**config.mk**
```make
export PLATFORM = sky130hd
export DESIGN_NAME = nes_oam_dma
export DESIGN_NICKNAME = d
export VERILOG_FILES = /design/src/rtl/nes_bus_pkg.sv /design/src/rtl/nes_oam_dma.sv
export SDC_FILE = /design/constraint.sdc
export NUM_CORES = 1
export LEC_CHECK = 0
export BUFFER_PORTS_ARGS = -buffer_cell sky130_fd_sc_hd__buf_2
export CAP_MARGIN = 15
export CORE_ASPECT_RATIO = 0.6
export CORE_MARGIN = 5
export CORE_UTILIZATION = 45
export CTS_CLUSTER_SIZE = 8
export DETAILED_ROUTE_END_ITERATION = 10
export PLACE_DENSITY = 0.74
export SYNTH_ARGS = -nofsm -noshare
export SYNTH_HDL_FRONTEND = slang
export SYNTH_SLANG_ARGS = --single-unit
```
**constraint.sdc**
```tcl
create_clock -name clk -period 3.83 [get_ports clk]
set_input_delay 0 -clock clk [delete_from_list [all_inputs] [get_ports clk]]
set_output_delay 0 -clock clk [all_outputs]
set_load 0.03 [all_outputs]
```
**src/rtl/nes_bus_pkg.sv**
```systemverilog
// Shared definitions for the NES CPU/system bus glue: DMA controller states
// and the default register addresses used by the $4014 OAM DMA.
package nes_bus_pkg;

    typedef enum logic [2:0] {
        ST_IDLE  = 3'd0,
        ST_HALT  = 3'd1,
        ST_ALIGN = 3'd2,
        ST_READ  = 3'd3,
        ST_WRITE = 3'd4
    } dma_state_e;

    localparam logic [15:0] DEFAULT_DMA_REG_ADDR  = 16'h4014;
    localparam logic [15:0] DEFAULT_OAM_DATA_ADDR = 16'h2004;

endpackage

```
**src/rtl/nes_oam_dma.sv**
```systemverilog
// Bus controller between the ag6502 core and the NES system bus. Passes CPU
// cycles through, and on a write to the DMA register copies one page to OAM.
module nes_oam_dma
    import nes_bus_pkg::*;
#(
    parameter logic [15:0] DMA_REG_ADDR  = DEFAULT_DMA_REG_ADDR,
    parameter logic [15:0] OAM_DATA_ADDR = DEFAULT_OAM_DATA_ADDR,
    parameter int unsigned ALIGN_EN      = 1
) (
    input  logic        clk,
    input  logic        rst,
    input  logic        ph1_rising,
    input  logic        ph2_falling,
    input  logic [15:0] cpu_ab,
    input  logic        cpu_read,
    input  logic [7:0]  cpu_db_out,
    output logic        cpu_rdy,
    output logic [15:0] bus_ab,
    output logic        bus_read,
    output logic [7:0]  bus_db_out,
    input  logic [7:0]  bus_db_in,
    output logic        dma_active
);

    dma_state_e  state_q;
    dma_state_e  state_d;
    logic [7:0]  idx_q;
    logic [7:0]  page_q;
    logic [7:0]  data_q;
    logic        halted_q;
    logic        pending_q;
    logic        cyc_odd_q;
    logic        rdy_q;
    logic        active_q;

    // The state chosen here becomes the owner of the cycle starting at the
    // next ph1_rising. cyc_odd_q==1 before the toggle means the new cycle is even.
    always_comb begin
        state_d = state_q;
        case (state_q)
            ST_IDLE: begin
                if (pending_q) begin
                    state_d = ST_HALT;
                end
            end
            ST_HALT: begin
                if (halted_q) begin
                    if (cyc_odd_q || (ALIGN_EN == 0)) begin
                        state_d = ST_READ;
                    end else begin
                        state_d = ST_ALIGN;
                    end
                end
            end
            ST_ALIGN: state_d = ST_READ;
            ST_READ:  state_d = ST_WRITE;
            ST_WRITE: begin
                // idx has already wrapped to 0 after the 256th write.
                if (idx_q == 8'h00) begin
                    state_d = ST_IDLE;
                end else begin
                    state_d = ST_READ;
                end
            end
            default:  state_d = ST_IDLE;
        endcase
    end

    always_ff @(posedge clk or posedge rst) begin
        if (rst) begin
            state_q <= ST_IDLE;
        end else if (ph1_rising) begin
            state_q <= state_d;
        end
    end

    always_ff @(posedge clk or posedge rst) begin
        if (rst) begin
            idx_q     <= 8'h00;
            page_q    <= 8'h00;
            data_q    <= 8'h00;
            halted_q  <= 1'b0;
            pending_q <= 1'b0;
            cyc_odd_q <= 1'b0;
            rdy_q     <= 1'b1;
            active_q  <= 1'b0;
        end else begin
            if (ph1_rising) begin
                cyc_odd_q <= ~cyc_odd_q;
                if (state_q == ST_IDLE) begin
                    pending_q <= 1'b0;
                end
                if ((state_q == ST_HALT) && (state_d != ST_HALT)) begin
                    active_q <= 1'b1;
                    halted_q <= 1'b0;
                end
                if ((state_q == ST_WRITE) && (state_d == ST_IDLE)) begin
                    active_q <= 1'b0;
                end
            end
            if (ph2_falling) begin
                case (state_q)
                    ST_IDLE: begin
                        if (!cpu_read && (cpu_ab == DMA_REG_ADDR)) begin
                            page_q    <= cpu_db_out;
                            pending_q <= 1'b1;
                            rdy_q     <= 1'b0;
                        end
                    end
                    // A CPU write cycle (interrupt push) is not stalled by rdy,
                    // so the DMA only starts after a read cycle is seen.
                    ST_HALT:  halted_q <= cpu_read;
                    ST_READ:  data_q   <= bus_db_in;
                    ST_WRITE: begin
                        idx_q <= idx_q + 8'd1;
                        if (idx_q == 8'hFF) begin
                            rdy_q <= 1'b1;
                        end
                    end
                    default: ;
                endcase
            end
        end
    end

    always_comb begin
        bus_ab     = cpu_ab;
        bus_read   = cpu_read;
        bus_db_out = cpu_db_out;
        case (state_q)
            ST_ALIGN: begin
                bus_read = 1'b1;
            end
            ST_READ: begin
                bus_ab     = {page_q, idx_q};
                bus_read   = 1'b1;
                bus_db_out = data_q;
            end
            ST_WRITE: begin
                bus_ab     = OAM_DATA_ADDR;
                bus_read   = 1'b0;
                bus_db_out = data_q;
            end
            default: ;
        endcase
    end

    assign cpu_rdy    = rdy_q;
    assign dma_active = active_q;

endmodule

```
==> flow_results.org <==
** Logic synthesis
- Async S/R FF share, synth :: 100.0%
- Cell with the most instances after synthesis :: dfrtp_1
- By count the netlist is led by dfrtp_1 (31), mux2_2 (24), a22o_1 (14).
- Summed over all instances, the cell type with the most area after synthesis is dfrtp_1.
- Syn Nets :: 192
- Mapped Area :: 1750 sq um
- Number of enable flip-flop cells after synthesis :: 0
- By area the synthesized netlist is led by dfrtp_1 (44%), mux2_2 (15%), a22o_1 (7.0%), xnor2_1 (3.0%), nand2_1 (2.1%).
- In this run the biggest area consumer among cell types represents 44.32% of the synthesized area.
- Total number of yosys warnings :: 0
- Synth unique cells :: 40
- Of the synthesized area, sequential elements account for 45.82%.
- Counting flops and latches in the post-synthesis netlist gives 32.
- Primary FF master, synth :: dfrtp_1
- Avg Synthesized Cell Area :: 11.44 sq um
- Synthesis produced 153 cells.

** Global route
- The number of antenna violations at the first check in global routing came to 0.
- Met2 capacity usage during global routing :: 29.99%
- The global routing stage identified its most utilized layer as met2.
- First-pass GRT wire length :: 7.983 mm
- Number of global-route vias before repair :: 1586
- Global routing finished with a remaining overflow of 0.
- Global routing consumed, on the met3 layer, 4.853% of the routing resources.
- All-layer global routing usage :: 19.22%
- For this run, global-route usage on met1 was measured as 25.97%.
- Entering global routing, the biggest net connects 33 pins.

** Route
- In the final routed layout, each cell accounts on average for 16.73 um.
- The detail route stage leaves a number of antenna-violating nets equal to 0.
- Final routed wirelength across all metal layers :: 4.717 mm
- Dividing the detail-routed via count by the number of cells gives 5.379.
- Before antenna repair, the detailed router went through 4 iterations.
- Drc violations :: 0
- After the first detailed-routing iteration, the DRC count stood at 37.
- Vias :: 1517

** CTS
- Maximum level of the CTS H-tree :: 2
- TritonCTS buffer count :: 5
- # Post-CTS Setup Buffers :: 0
- After clock tree synthesis, the clock-pin slew on the worst setup and hold paths is 0.07 ns.
- Counting along the longest clock path gives a buffer depth of 2.
- TritonCTS built the clock tree.
- Clock network latency to the later pin of the worst-skew pair :: 0.29 ns
- Total number of clock tree sinks :: 32
- Clock root buffer :: clkbuf_8

** Floorplanning
- The floorplan has 17 rows.
- Ports :: 64
- The core region is 3701 sq um.
- Die extent in y :: 58.31 um
- Starting density of the core :: 47.30%
- The floorplan step defined a die boundary enclosing 5278 sq um.
- In this run the horizontal extent of the chip is 90.52 um.

** Timing
- Setup violations remaining at the end of the flow were counted as 0.
- Setup ws final :: 1.343 ns
- At the pin with the least slew margin, the transition time is 0.7918 ns.
- Peak Freq :: 402.1 MHz
- The final hold violation count was 0.
- Hold Worst Slack :: 0.04024 ns
- Post-route fraction of the period consumed by the critical path :: 64.94%
- Worst clock skew :: 0.007457 ns
- Final critical-path required period :: 2.487 ns
- Aggregate negative setup slack :: 0 ns
- Final max-slew violation count :: 0
- Setup repair after global routing left no endpoint under its margin.
- In this run the tightest slew margin relative to its limit is 47.21%.

** Worst setup path
- Launching element of the worst setup path :: state_q[2]
- Critical Path AT :: 2.49 ns
- The setup check on the worst reg-to-reg path leaves a slack of 1.72 ns.
- The worst register-to-register path begins at state_q[0].
- The critical path ends at bus_db_out[7].
- The critical path is of the flip-flop to output port type.
- Data on the critical path is required at its endpoint by 3.83 ns.
- Capturing element type of the critical path :: output port
- In this run the worst path has a maximum fanout of 22.
- R2r worst-path depth :: 3
- Reg-to-reg critical path endpoint :: data_q[4]
- STA classifies the critical path startpoint as a flip-flop.

** Place
- Input and output buffers added on the ports amount to 63.
- Routability congestion estimate from global placement :: 0.8132
- Once detailed placement completed, the half-perimeter wirelength came to 3.460 mm.
- Prior to clock tree synthesis, the placed netlist has a worst setup slack of 1.648 ns.

** Status
- Result of the run :: complete, no violations

** Flow run
- Max-cap violations :: 0

** Finish
- In the final layout, the share of cells above drive strength 1 is 43.40%.
- 0 antenna diodes ended up in the layout.
- Relative area change from synthesis to final layout :: 34.02%
- Counting the fill cells in the layout gives 294.
- After the last flow step, the layout net total stands at 274.

** Pwr
- Dividing total power by cell area gives a power density of 672.1 nW/um^2.
- The worst-case IR drop observed on VDD is 458.5 uV.
- The analysis attributes to cell leakage a power of 0.001194 uW.

** Hold path
- In this run the worst hold path is classified as input pin to flip-flop.
kinds of logic (layout without fill, tap and decap cells):
family,Yosys count,in the layout,synth area share (%)
AND/OR/NAND/NOR,40,40,14.65
flip-flops,32,32,45.82
AO/OA/AOI/OAI,31,31,13.08
multiplexers,27,27,17.23
buffers and inverters,13,95,3.788
XOR/XNOR,8,8,4.003
adder cells (fa/ha/maj),2,2,1.429
where the power goes:
group / internal (uW) / switching, uW
Sequential: 425 / 96.2
Clock: 123 / 120
Combinational: 316 / 497
layout by cell type, fill, tap and decap left out, types with 5 or more instances in the layout:
cell / instances
o21ai_0: 5
a22o_1: 14
dlygate4sd3_1: 18
a21oi_1: 5
xnor2_1: 6
inv_1: 6
dfrtp_1: 31
mux2_2: 24
nand2_1: 10
buf_2: 63
nor2_1: 7
clkbuf_8: 5
what timing repair did:
action / CTS / global route
gates resized for setup: 0 / 0
endpoints found under the hold margin: 48 / 0
hold buffers: 18 / 0
worst max-delay path: stages (launching register included):
cell and delay, ns:
dfrtp_1 0.43, inv_1 0.15, and3_1 0.47, nor2_4 0.56, mux2_2 0.40, buf_2 0.18
final cells by class:
class	instances	area, sq um	area share (%)
Clock buffer	6	72.57	3.093
Clock inverter	1	5.005	0.2133
Inverter	6	22.52	0.9600
Multi-Input combinational cell	108	882.1	37.60
Sequential cell	32	802.0	34.19
Tap cell	47	58.81	2.507
Timing Repair Buffer	82	503.0	21.44
routing by layer:
metal  share of wire [%]  routed length [um]  vias to the layer above
met3                 5.6                 264                       10
met2                  46                2154                       44
met5                   0                   0                        -
met4                 1.5                  70                        0
li1                    -                   -                      723
met1                  47                2229                      740
state kept, by name (all words and copies together) (netlist names):
name        cells
cpu_rdy         1
page_q          8
data_q          8
idx_q           8
halted_q        1
cyc_odd_q       1
dma_active      1
state_q         3
pending_q       1
stage by stage:
step                cell area [sq um]  cells  power, uW  utilization, %
global placement                 2088    257       1311           56.42
global route                     2346    282       1683           63.39
finish                           2346    282       1577           63.39
CTS                              2346    282       1587           63.39
floorplan                        1750    153       1139               -
detailed placement               2088    257       1328           56.42
how the worst min path moves through the flow:
stage	startpoint	endpoint	slack, ns	depth (start not counted)
floorplan	rst	cyc_odd_q	0.12	1
global placement	rst	data_q[3]	0.10	3
detailed placement	rst	idx_q[6]	0.11	3
CTS	ph1_rising	state_q[1]	0.04	2
global route	ph2_falling	halted_q	0.06	3
finish	ph1_rising	state_q[0]	0.04	2
Note: power is estimated with default switching activity, not from simulation.
